**src/rtl/sync_fifo_param_if.sv**
```systemverilog
// Handshake bundle for sync_fifo_param.
// Producer/consumer side uses master; the FIFO uses slave.
interface sync_fifo_param_if #(
  parameter int WIDTH = 8,
  parameter int DEPTH = 64
) ();
  localparam int CW = $clog2(DEPTH) + 1;

  logic             flush;
  logic [WIDTH-1:0] buf_in;
  logic             wr_en;
  logic             rd_en;
  logic [WIDTH-1:0] buf_out;
  logic             empty;
  logic             full;
  logic             almost_empty;
  logic             almost_full;
  logic [CW-1:0]    counter;
  logic             overflow;
  logic             underflow;

  modport master (
    output flush, buf_in, wr_en, rd_en,
    input  buf_out, empty, full,
    input  almost_empty, almost_full,
    input  counter, overflow, underflow
  );

  modport slave (
    input  flush, buf_in, wr_en, rd_en,
    output buf_out, empty, full,
    output almost_empty, almost_full,
    output counter, overflow, underflow
  );
endinterface

```
**src/rtl/sync_fifo_param.sv**
```systemverilog
// Single-clock parametrised FIFO with registered flags,
// optional FWFT output, flush and sticky error flags.
module sync_fifo_param #(
  parameter int WIDTH     = 8,
  parameter int DEPTH     = 64,
  parameter int AF_MARGIN = 4,
  parameter int AE_MARGIN = 4,
  parameter bit FWFT      = 1'b0
) (
  input logic             clk,
  input logic             rst,
  sync_fifo_param_if.slave bus
);
  localparam int AW = $clog2(DEPTH);
  localparam int CW = AW + 1;

  logic [WIDTH-1:0] mem [DEPTH];
  logic [AW-1:0]    wr_ptr;
  logic [AW-1:0]    rd_ptr;
  logic [CW-1:0]    cnt_q;
  logic [CW-1:0]    cnt_n;
  logic [WIDTH-1:0] buf_q;
  logic             empty_q;
  logic             full_q;
  logic             ae_q;
  logic             af_q;
  logic             ovf_q;
  logic             unf_q;
  logic             rd_ok;
  logic             wr_ok;
  logic             rd_go;
  logic             wr_go;

  // Write at full is legal only when a pop frees a slot.
  always_comb begin
    rd_ok = bus.rd_en & ~empty_q;
    wr_ok = bus.wr_en & (~full_q | rd_ok);
    rd_go = rd_ok & ~bus.flush;
    wr_go = wr_ok & ~bus.flush;
    cnt_n = cnt_q;
    if (bus.flush)
      cnt_n = '0;
    else
      cnt_n = cnt_q + CW'(wr_go) - CW'(rd_go);
  end

  always_ff @(posedge clk) begin
    if (wr_go && !rst)
      mem[wr_ptr] <= bus.buf_in;
  end

  always_ff @(posedge clk) begin
    if (rst) begin
      wr_ptr  <= '0;
      rd_ptr  <= '0;
      cnt_q   <= '0;
      buf_q   <= '0;
      empty_q <= 1'b1;
      full_q  <= 1'b0;
      ae_q    <= 1'b1;
      af_q    <= 1'b0;
      ovf_q   <= 1'b0;
      unf_q   <= 1'b0;
    end else begin
      if (bus.flush) begin
        wr_ptr <= '0;
        rd_ptr <= '0;
      end else begin
        if (wr_go)
          wr_ptr <= wr_ptr + 1'b1;
        if (rd_go) begin
          rd_ptr <= rd_ptr + 1'b1;
          buf_q  <= mem[rd_ptr];
        end
      end
      cnt_q   <= cnt_n;
      empty_q <= (cnt_n == '0);
      full_q  <= (cnt_n == CW'(DEPTH));
      ae_q    <= (cnt_n <= CW'(AE_MARGIN));
      af_q    <= (cnt_n >= CW'(DEPTH - AF_MARGIN));
      if (bus.flush) begin
        ovf_q <= 1'b0;
        unf_q <= 1'b0;
      end else begin
        ovf_q <= ovf_q | (bus.wr_en & ~wr_ok);
        unf_q <= unf_q | (bus.rd_en & empty_q);
      end
    end
  end

  generate
    if (FWFT) begin : g_fwft
      assign bus.buf_out = empty_q ? '0 : mem[rd_ptr];
    end else begin : g_std
      assign bus.buf_out = buf_q;
    end
  endgenerate

  assign bus.empty        = empty_q;
  assign bus.full         = full_q;
  assign bus.almost_empty = ae_q;
  assign bus.almost_full  = af_q;
  assign bus.counter      = cnt_q;
  assign bus.overflow     = ovf_q;
  assign bus.underflow    = unf_q;
endmodule

```
**src/flat_wrapper.sv**
```systemverilog
// flat-port wrapper written by rule: the top's interface ports become plain ports
module sync_fifo_param_flat 
#(
  parameter int WIDTH     = 8,
  parameter int DEPTH     = 64,
  parameter int AF_MARGIN = 4,
  parameter int AE_MARGIN = 4,
  parameter bit FWFT      = 1'b0
)
  (clk, rst, bus_flush, bus_buf_in, bus_wr_en, bus_rd_en, bus_buf_out, bus_empty, bus_full, bus_almost_empty, bus_almost_full, bus_counter, bus_overflow, bus_underflow);
  sync_fifo_param_if #(.WIDTH(WIDTH), .DEPTH(DEPTH)) bus_i ();
  input logic clk;
  input logic rst;
  input wire logic [$bits(bus_i.flush)-1:0] bus_flush;
  input wire logic [$bits(bus_i.buf_in)-1:0] bus_buf_in;
  input wire logic [$bits(bus_i.wr_en)-1:0] bus_wr_en;
  input wire logic [$bits(bus_i.rd_en)-1:0] bus_rd_en;
  output wire logic [$bits(bus_i.buf_out)-1:0] bus_buf_out;
  output wire logic [$bits(bus_i.empty)-1:0] bus_empty;
  output wire logic [$bits(bus_i.full)-1:0] bus_full;
  output wire logic [$bits(bus_i.almost_empty)-1:0] bus_almost_empty;
  output wire logic [$bits(bus_i.almost_full)-1:0] bus_almost_full;
  output wire logic [$bits(bus_i.counter)-1:0] bus_counter;
  output wire logic [$bits(bus_i.overflow)-1:0] bus_overflow;
  output wire logic [$bits(bus_i.underflow)-1:0] bus_underflow;
  assign bus_i.flush = bus_flush;
  assign bus_i.buf_in = bus_buf_in;
  assign bus_i.wr_en = bus_wr_en;
  assign bus_i.rd_en = bus_rd_en;
  assign bus_buf_out = bus_i.buf_out;
  assign bus_empty = bus_i.empty;
  assign bus_full = bus_i.full;
  assign bus_almost_empty = bus_i.almost_empty;
  assign bus_almost_full = bus_i.almost_full;
  assign bus_counter = bus_i.counter;
  assign bus_overflow = bus_i.overflow;
  assign bus_underflow = bus_i.underflow;
  sync_fifo_param #(.WIDTH(WIDTH), .DEPTH(DEPTH), .AF_MARGIN(AF_MARGIN), .AE_MARGIN(AE_MARGIN), .FWFT(FWFT)) u_core (.clk(clk), .rst(rst), .bus(bus_i));
endmodule
```
**config.mk**
```make
export PLATFORM = sky130hd
export DESIGN_NAME = sync_fifo_param_flat
export DESIGN_NICKNAME = d
export VERILOG_FILES = /design/src/rtl/sync_fifo_param_if.sv /design/src/rtl/sync_fifo_param.sv /design/src/flat_wrapper.sv
export SDC_FILE = /design/constraint.sdc
export NUM_CORES = 1
export LEC_CHECK = 0
export CORE_MARGIN = 4
export CORE_UTILIZATION = 30
export CTS_CLUSTER_DIAMETER = 50
export DETAILED_ROUTE_END_ITERATION = 8
export DONT_BUFFER_PORTS = 1
export GPL_ROUTABILITY_DRIVEN = 1
export SLEW_MARGIN = 40
export SYNTH_ARGS = -nofsm -noshare
export SYNTH_HDL_FRONTEND = slang
export SYNTH_SLANG_ARGS = --single-unit
```
**constraint.sdc**
```tcl
create_clock -name clk -period 8.43 [get_ports clk]
set_input_delay 1.686 -clock clk [delete_from_list [all_inputs] [get_ports clk]]
set_output_delay 1.686 -clock clk [all_outputs]
set_load 0.01 [all_outputs]
```
Word level (Yosys, flattened, before mapping)
Memory sizes are Yosys's and may differ from the RTL's. A register that Yosys moved wholly into a read port is not among the register bits.
Cells that the tools add are included.
Widths: inputs -> output; s select.
{"block": "op_classes", "eq_ne": 1, "n_reduce_logical": 5, "n_lt_le_gt_ge": 2, "mux": 3, "addsub": 4, "bitwise_logic": 13}
{"op": "$add 6x1->6 const B", "n": 2}
{"op": "$add 7x1->7", "n": 1}
{"op": "$eq 7x7->1 const B", "n": 1}
{"op": "$ge 7x6->1 const B", "n": 1}
{"op": "$le 7x3->1 const B", "n": 1}
{"op": "$logic_not 7->1", "n": 1}
{"op": "$mux 7", "n": 1}
{"op": "$sub 7x1->7", "n": 1}
{"op": "$and 1x1->1", "n": 6}
{"op": "$not 1->1", "n": 4}
{"op": "$or 1x1->1", "n": 3}
{"op": "$mux 1", "n": 2}
{"op": "$reduce_and 2->1", "n": 1}
{"op": "$reduce_or 2->1", "n": 1}
{"op": "$logic_and 1x1->1", "n": 1}
{"op": "$logic_not 1->1", "n": 1}
{"block": "totals", "mem_bits_rw": 512, "in_bits": 13, "word_cells": 38, "regBits": 25, "mem_count": 1}
{"name": "u_core.mem", "words": 64, "word_bits": 8, "read_ports": 1, "rd_ports_with_merged_regs": 1, "write_ports": 1, "line": "sync_fifo_param.sv:17", "rtl": "logic [WIDTH-1:0] mem [DEPTH];"}

Depth between registers and ports, before layout
Gate-level depths: netlist of run 1.
{"block": "logic_depth", "word_depth": 9, "mapped_depth": 13, "mapped_depth_nobuf": 13}

Worst setup path after synthesis of run 1
Ideal clock, no wire load.
{"block": "synth_path", "kind": "in2reg", "startpoint": "input port bus_flush", "endpoint": "register u_core.af_q (netlist: u_core.bus.almost_full)", "setup_slack_ns": 4.361, "required_ns": 8.314, "arrival_ns": 3.953, "setup_ns": 0.116, "path_buffers": 1, "cell_stages": 13, "cell_sequence": "clkbuf_1 > nor2_1 > ha_1 > inv_1 > ha_1 > inv_1 > fa_1 > nor2b_1 > o21a_1 > o21ai_0 > a211oi_1 > nor2_1 > a41o_1"}
{"block": "synth_between", "elab_cells_between_ends": 7, "classes_between": "2 x add/sub; 1 x order compare; 1 x mux; 3 x bitwise"}
{"item": "start, declared", "line": "flat_wrapper.sv:14", "rtl": "input wire logic [$bits(bus_i.flush)-1:0] bus_flush;"}
{"item": "$not 1->1", "line": "sync_fifo_param.sv:38", "rtl": "rd_go = rd_ok & ~bus.flush;"}
{"item": "$and 1x1->1", "line": "sync_fifo_param.sv:38"}
{"item": "via u_core.rd_go", "line": "sync_fifo_param.sv:31", "rtl": "logic rd_go;"}
{"item": "$sub 7x1->7", "line": "sync_fifo_param.sv:44", "rtl": "cnt_n = cnt_q + CW'(wr_go) - CW'(rd_go);"}
{"item": "$mux 7", "line": "sync_fifo_param.sv:41", "rtl": "if (bus.flush)"}
{"item": "$ge 7x6->1", "line": "sync_fifo_param.sv:80", "rtl": "af_q <= (cnt_n >= CW'(DEPTH - AF_MARGIN));"}
{"item": "end signal, assigned", "line": "sync_fifo_param.sv:80"}
{"item": "end, declared", "line": "sync_fifo_param.sv:26", "rtl": "logic af_q;"}
The timed path passes the listed nets, and every way through them passes these cells.
A chain may end at the register's enable or synchronous reset.

Final worst setup path of run 1
{"block": "layout_path", "startpoint": "input port bus_rd_en", "endpoint": "memory u_core.mem[54][0], enable pin"}
{"block": "layout_between", "elab_chain_len": 7}
{"item": "start, declared", "line": "flat_wrapper.sv:17", "rtl": "input wire logic [$bits(bus_i.rd_en)-1:0] bus_rd_en;"}
{"item": "$and 1x1->1", "line": "sync_fifo_param.sv:36", "rtl": "rd_ok = bus.rd_en & ~empty_q;"}
{"item": "$or 1x1->1", "line": "sync_fifo_param.sv:37", "rtl": "wr_ok = bus.wr_en & (~full_q | rd_ok);"}
{"item": "$and 1x1->1", "line": "sync_fifo_param.sv:37"}
{"item": "$and 1x1->1", "line": "sync_fifo_param.sv:39", "rtl": "wr_go = wr_ok & ~bus.flush;"}
{"item": "$logic_and 1x1->1", "line": "sync_fifo_param.sv:48", "rtl": "if (wr_go && !rst)"}
{"item": "$mux 1", "line": "sync_fifo_param.sv:48"}
{"item": "$mux 1 (not written as such)", "line": "sync_fifo_param.sv:49", "rtl": "mem[wr_ptr] <= bus.buf_in;"}
{"item": "end, declared", "line": "sync_fifo_param.sv:17"}
Every way passes these cells.

==> metrics.md, run 1 <==
| Metric | Value |
|---|---|
| Via count | 10700 |
| I/O Pins | 34 |
| Yosys warns | 0 |
| Crit start category | input pin |
| Critical path class | in2reg |
| Nets | 1182 |
| CP startpoint | bus_rd_en |
| Synth cell types | 58 |
| Sequential cell area | 16000 sq um |
| Initial antenna violation count | 0 |
| Routed wl met3 | 3820 um |
| Synth top area share | 71.2% |
| First-pass GRT wire length | 74300 um |
| Core area | 71400 sq um |
| Simple-Gate Fraction of Synth Area | 4.36% |
| H-tree Lvls | 2 |
| Final hold violations | 0 |
| DPL Wire Length | 29800 um |
| Leakage | 7.08 nW |
| Fillers | 6742 |
| Dpl ws | 4100 ps |
| Final wirelength | 50000 um |
| Fmax | 264 MHz |
| Relative slew slack | 40.2% |
| Status | finished, final reports clean |
| Xor and xnor fraction of the mapped netlist area | 0.568% |
| Antenna violation net count after detailed routing | 0 |
| Post-synth net total | 1179 |
| Yosys reg bits | 545 |
| GPL Wtd Cong | 0.825 |
| Number of setup buffers added after CTS | 0 |
| Post-Synth Adder-Cell Area | 0.614% |
| CTS Sinks | 545 |
| WL met2 | 23400 um |
| Final min period | 3790 ps |
| Critical path endpoint category | flip-flop |
| Top cells by count, synth | 512 x edfxtp_1, 105 x mux2i_1, 103 x nor2_1 |
| # rows | 98 |
| Pwr dens | 234 nW/um^2 |
| DRT Pass-1 Iters | 5 |
| FF-to-FF End | u_core.bus.buf_out[6]$_SDFFE_PP0P_ |
| RSZ-0062 raised after global routing | false |
| Pins Over Slew Limit | 0 |
| Register-to-Register Path Depth | 6 |
| Worst slew pin tran | 893 ps |
| Post-synthesis compound-gate area fraction | 3.47% |
| Vias per cell | 4.97 |
| Worst-Skew Late Latency | 600 ps |
| Tot GR Track Use | 12.8% |
| Buffers on Ports | 0 |
| Initial core utilization | 30.3% |
| CTS tree | done |
| Cell Area, Synth | 21600 sq um |
| # setup viols final | 0 |
| Max Cap Violations | 0 |
| CTS root buffer | clkbuf_16 |
| Largest family of logic cells by synthesized area | multiplexers |
| Cts repair resizes | 0 |
| Number of global-route vias before repair | 10900 |
| Top_reg_cell synth | edfxtp_1 |
| Mux cell area share after synthesis | 14.6% |
| Setup TNS | 0 ps |
| Fin Clk Skew | 18.1 ps |
| Layout cells sized above 1 | 14.9% |
| R2r setup slk | 4850 ps |
| Max clock buf depth | 3 |
| Min-Delay Path Class | reg2reg |
| Largest cells by area after synthesis | edfxtp_1 71%, mux4_2 8.0%, mux2i_1 4.9% |
| Chip Height | 276 um |
| Setup WS post-layout | 4640 ps |
| Number of flops mapped to enable cells by yosys | 512 |
| GRT overflow | 0 |
| Syn avg cell area | 18.7 sq um |
| Tcrit/Tclk final | 44.9% |
| Worst Path Required | 8640 ps |
| WL met1 | 21700 um |
| Most common cell in the netlist | edfxtp_1 |
| WL/cell | 23.2 um |
| Area grow syn2layout | 12.2% |
| Initial DRC Count | 1094 |
| Synth area leader | edfxtp_1 |
| Peak supply drop | 131 uV |
| Hold Buf Count CTS | 0 |
| TritonCTS Buffers | 54 |
| Critical Path Sink | u_core.mem[54][0]$_DFFE_PP_ |
| Clock transition at path regs | 60 ps |
| Top Layer Used | met4 |
| Drt drc | 0 |
| Arrival time worst endpoint | 4000 ps |
| Largest net degree at the start of global routing | 113 |
| Ys async rst share | 0% |
| Area of the multi-input gates | 5110 sq um |
| Crit-path max FO | 8 |
| Synthesized instance count | 1156 |
| Register area share after synthesis | 74.3% |
| Antenna diode instance count | 0 |
| Die width | 276 um |
| Worst reg2reg startpoint | u_core.rd_ptr[0]$_SDFFE_PP0P_ |
| Die Area | 76300 sq um |
-- state kept, by name, summed over array words and instances, names as in the netlist --
name and cells:
u_core.wr_ptr 6, u_core.mem 512, u_core.bus.underflow 1, u_core.bus.overflow 1
u_core.bus.buf_out 8, u_core.bus.almost_empty 1, u_core.bus.almost_full 1, u_core.bus.full 1
u_core.bus.counter 7, u_core.bus.empty 1, u_core.rd_ptr 6
-- area by class of cell --
type	instances	area share (%)
Multi-Input combinational cell	538	21.1
Tap cell	950	4.91
Clock buffer	63	5.80
Inverter	12	0.186
Sequential cell	545	66.2
Clock inverter	36	1.41
Timing Repair Buffer	8	0.382
-- where the power goes --
part           internal [mW]  leakage, nW  total, mW  switching (mW)
registers               2.98         4.87       3.02          0.0403
logic                  0.121         1.35      0.266           0.145
clock network           1.38        0.864       2.39            1.01
total                   4.48         7.08       5.67            1.19
-- worst min-delay path by stage --
stage,start,to,depth (start not counted)
3_5_place_dp,u_core.rd_ptr[5]$_SDFFE_PP0P_,u_core.rd_ptr[5]$_SDFFE_PP0P_,2
6_report,u_core.bus.underflow$_SDFF_PP0_,u_core.bus.underflow$_SDFF_PP0_,2
3_3_place_gp,u_core.rd_ptr[5]$_SDFFE_PP0P_,u_core.rd_ptr[5]$_SDFFE_PP0P_,2
5_1_grt,u_core.bus.underflow$_SDFF_PP0_,u_core.bus.underflow$_SDFF_PP0_,2
2_1_floorplan,u_core.bus.buf_out[2]$_SDFFE_PP0P_,u_core.bus.buf_out[2]$_SDFFE_PP0P_,2
4_1_cts,u_core.bus.underflow$_SDFF_PP0_,u_core.bus.underflow$_SDFF_PP0_,2
-- logic make-up (layout without fill, tap and decap cells) --
kind of cell               Yosys count  count (layout)
AOI/OAI and AO/OA                  115             115
xor gates and xnor gates            14              14
adders and majority gates           10              10
buffers and inverters               73             119
DFF                                545             545
muxes                              196             196
and+or+nand+nor                    203             203
-- layout by cell type, fill, tap and decap left out, drive strengths merged, types with 7 or more instances in the layout --
master	n
edfxtp	512
ha	9
buf	8
dfxtp	33
nor2b	10
nor4	7
clkbuf	63
nand2b	7
nor2	103
mux2i	105
mux4	91
nand3	9
o22ai	28
xor2	9
inv	17
a211oi	8
nand2	29
o21ai	29
clkinv	24
nand3b	7
a21oi	21
nor3	13
-- routing by layer --
layer	vias to the layer above	GRT usage (%)
li1	4664	-
met1	5588	17.7
met2	379	20.2
met3	74	3.61
met4	0	3.15
met5	-	0
-- worst max-delay path, stage by stage --
cell and delay [ps]:
nor2b_1 230, o21ai_1 220, nor3_1 430, nand3_1 610, nor2_1 810
-- metrics by stage --
stage	hold WS, ps	util [%]	instances	power (mW)	instance area (sq um)
2_1_floorplan	500	-	1156	3.28	21600
3_3_place_gp	547	31.5	2052	3.33	22400
3_5_place_dp	550	31.5	2052	3.34	22500
4_1_cts	566	33.9	2151	5.71	24200
5_1_grt	608	34.0	2152	5.84	24200
6_report	560	34.0	2152	5.67	24200
(Power assumes the default switching activity.)
==> inputs of run 2 (changes only) <==
Clock period 8.43 ns to 3.4 ns, I/O delays scaled along.
==> metrics.md, run 2 (synthesis results as in run 1) <==
| Metric | Value |
|---|---|
| GPL Wtd Cong | 0.842 (+2.1%) |
| Fmax | 338 MHz |
| Layout cells sized above 1 | 21.1% (+6.2 points) |
| Area grow syn2layout | 15.8% |
| Worst-Skew Late Latency | 600 ps (about the same) |
| Fin Clk Skew | 14.7 ps (-3.42 ps) |
| TritonCTS Buffers | 57 (+5.6%) |
| Chip Height | 276 um (unchanged) |
| # rows | 98 (unchanged) |
| WL/cell | 21.9 um (-5.6%) |
| First-pass GRT wire length | 73800 um (-0.71%) |
| Antenna diode instance count | 0 (unchanged) |
| Most flops, register | u_core.mem |
| Fillers | 6721 (-0.31%) |
| Crit start category | flip-flop |
| RSZ-0062 raised after global routing | false |
| Buf+Inv Stages, Crit Path | 2 (+2) |
| I/O Pins | 34 (unchanged) |
| Arrival time worst endpoint | 3440 ps (-560 ps) |
| Pins Over Slew Limit | 0 (unchanged) |
| Largest net degree at the start of global routing | 65 (-42%) |
| Largest register FFs | 512 (unchanged) |
| Pwr dens | 565 nW/um^2 (+140%) |
| Antenna violation net count after detailed routing | 0 (unchanged) |
| Tcrit/Tclk final | 86.9% |
| WL met2 | 23900 um (+2.2%) |
| Drt drc | 0 (unchanged) |
| Die width | 276 um (unchanged) |
| H-tree Lvls | 2 (unchanged) |
| Worst Path Required | 3890 ps (-4750 ps) |
| # setup viols final | 0 (unchanged) |
| Buffers on Ports | 0 (unchanged) |
| Nets | 1279 (+8.2%) |
| Relative slew slack | 45.9% (+5.7 points) |
| Post-layout total power | 14.1 mW (+150%) |
| Final instance area | 25000 sq um (+3.2%) |
| Core area | 71400 sq um (unchanged) |
| CTS tree | done |
| Die Area | 76300 sq um (unchanged) |
| Setup TNS | 0 ps (unchanged) |
| Number of global-route vias before repair | 11200 (+3.3%) |
| Critical path class | reg2reg |
| Via count | 10900 (+2.2%) |
| Final min period | 2960 ps |
| Most frequent cells in the layout | 512 x edfxtp_1, 105 x mux2i_1, 101 x nor2_1 |
| Crit-path max FO | 4 (-4) |
| Post-DP Area | 23200 sq um (+3.4%) |
| Crit path max-delay family | adder cells |
| Number of setup buffers added after CTS | 0 (unchanged) |
| Routed wl met3 | 3260 um (-15%) |
| Final wirelength | 49300 um (-1.3%) |
| CP cell instances | nand2b_1 > nor2_1 > ha_1 > inv_1 > ha_1 > inv_1 > fa_1 > nor2b_1 > o21a_1 > o21ai_0 > a211oi_1 > nor2_1 > a41o_1 |
| Min-Delay Path Class | in2reg |
| Worst slew pin tran | 791 ps (-103 ps) |
| Cts repair resizes | 0 (unchanged) |
| DRT Pass-1 Iters | 5 (unchanged) |
| Status | finished, final reports clean |
| GRT overflow | 0 (unchanged) |
| Max Cap Violations | 0 (unchanged) |
| WL met1 | 21100 um (-3.0%) |
| Critical path endpoint category | flip-flop |
| Leakage | 7.59 nW (+7.3%) |
| CP peak stage delay | 430 ps (-380 ps) |
| Top Layer Used | met4 |
| DPL Wire Length | 31000 um (+4.0%) |
| Tot GR Track Use | 12.7% (-0.16 points) |
| Max clock buf depth | 3 (unchanged) |
| Most common cell after layout, fill and taps aside | edfxtp_1 |
| Hold Buf Count CTS | 0 (unchanged) |
| CTS root buffer | clkbuf_16 |
| Vias per cell | 4.86 (-2.3%) |
| Crit path max-delay cell type | fa_1 |
| CTS Sinks | 545 (unchanged) |
| Final hold violations | 0 (unchanged) |
| Clock transition at path regs | 60 ps (about the same) |
| Peak supply drop | 360 uV (+180%) |
| Initial DRC Count | 1109 (+1.4%) |
| Initial core utilization | 30.3% (unchanged) |
| Initial antenna violation count | 0 (unchanged) |
run 2: area by class of cell:
type | instances | area [sq um] | area share, %
Timing Repair Buffer | 102 | 828 | 3.31
Multi-Input combinational cell | 538 | 5100 | 20.4
Sequential cell | 545 | 16000 | 64.2
Clock inverter | 31 | 256 | 1.03
Tap cell | 950 | 1190 | 4.75
Clock buffer | 72 | 1540 | 6.14
Inverter | 12 | 45.0 | 0.180
run 2: path summary, 6_finish.rpt:
kind	endpoint	from	cells past startpoint	slack, ps
worst max-delay path	u_core.bus.almost_full$_SDFF_PP0_	u_core.bus.empty$_SDFF_PP1_	13	440
worst min-delay path	u_core.bus.counter[3]$_SDFF_PP0_	rst	1	150
worst min register to register	u_core.bus.underflow$_SDFF_PP0_	u_core.bus.underflow$_SDFF_PP0_	2	550
worst max register to register	u_core.bus.almost_full$_SDFF_PP0_	u_core.bus.empty$_SDFF_PP1_	13	440
run 2: report_power, final:
| group | total (mW) | internal (mW) | switching [mW] |
|---|---|---|---|
| Sequential | 7.47 | 7.39 | 0.0881 |
| Clock | 5.98 | 3.48 | 2.50 |
| Combinational | 0.685 | 0.322 | 0.363 |
| Total | 14.1 | 11.2 | 2.95 |
run 2: layer usage:
metal	track usage, %	vias to the layer above
met5	0	-
met4	3.41	0
met3	3.06	67
met2	20.7	324
met1	17.0	5696
li1	-	4853
run 2: stage by stage:
stage	instances	worst slack [ps]	hold slack, ps	utilization [%]
floorplan	1156	337	500	-
global placement	2147	419	549	32.5
detailed placement	2147	297	541	32.5
CTS	2250	467	108	35.0
global route	2250	176	118	35.0
finish	2250	444	149	35.0
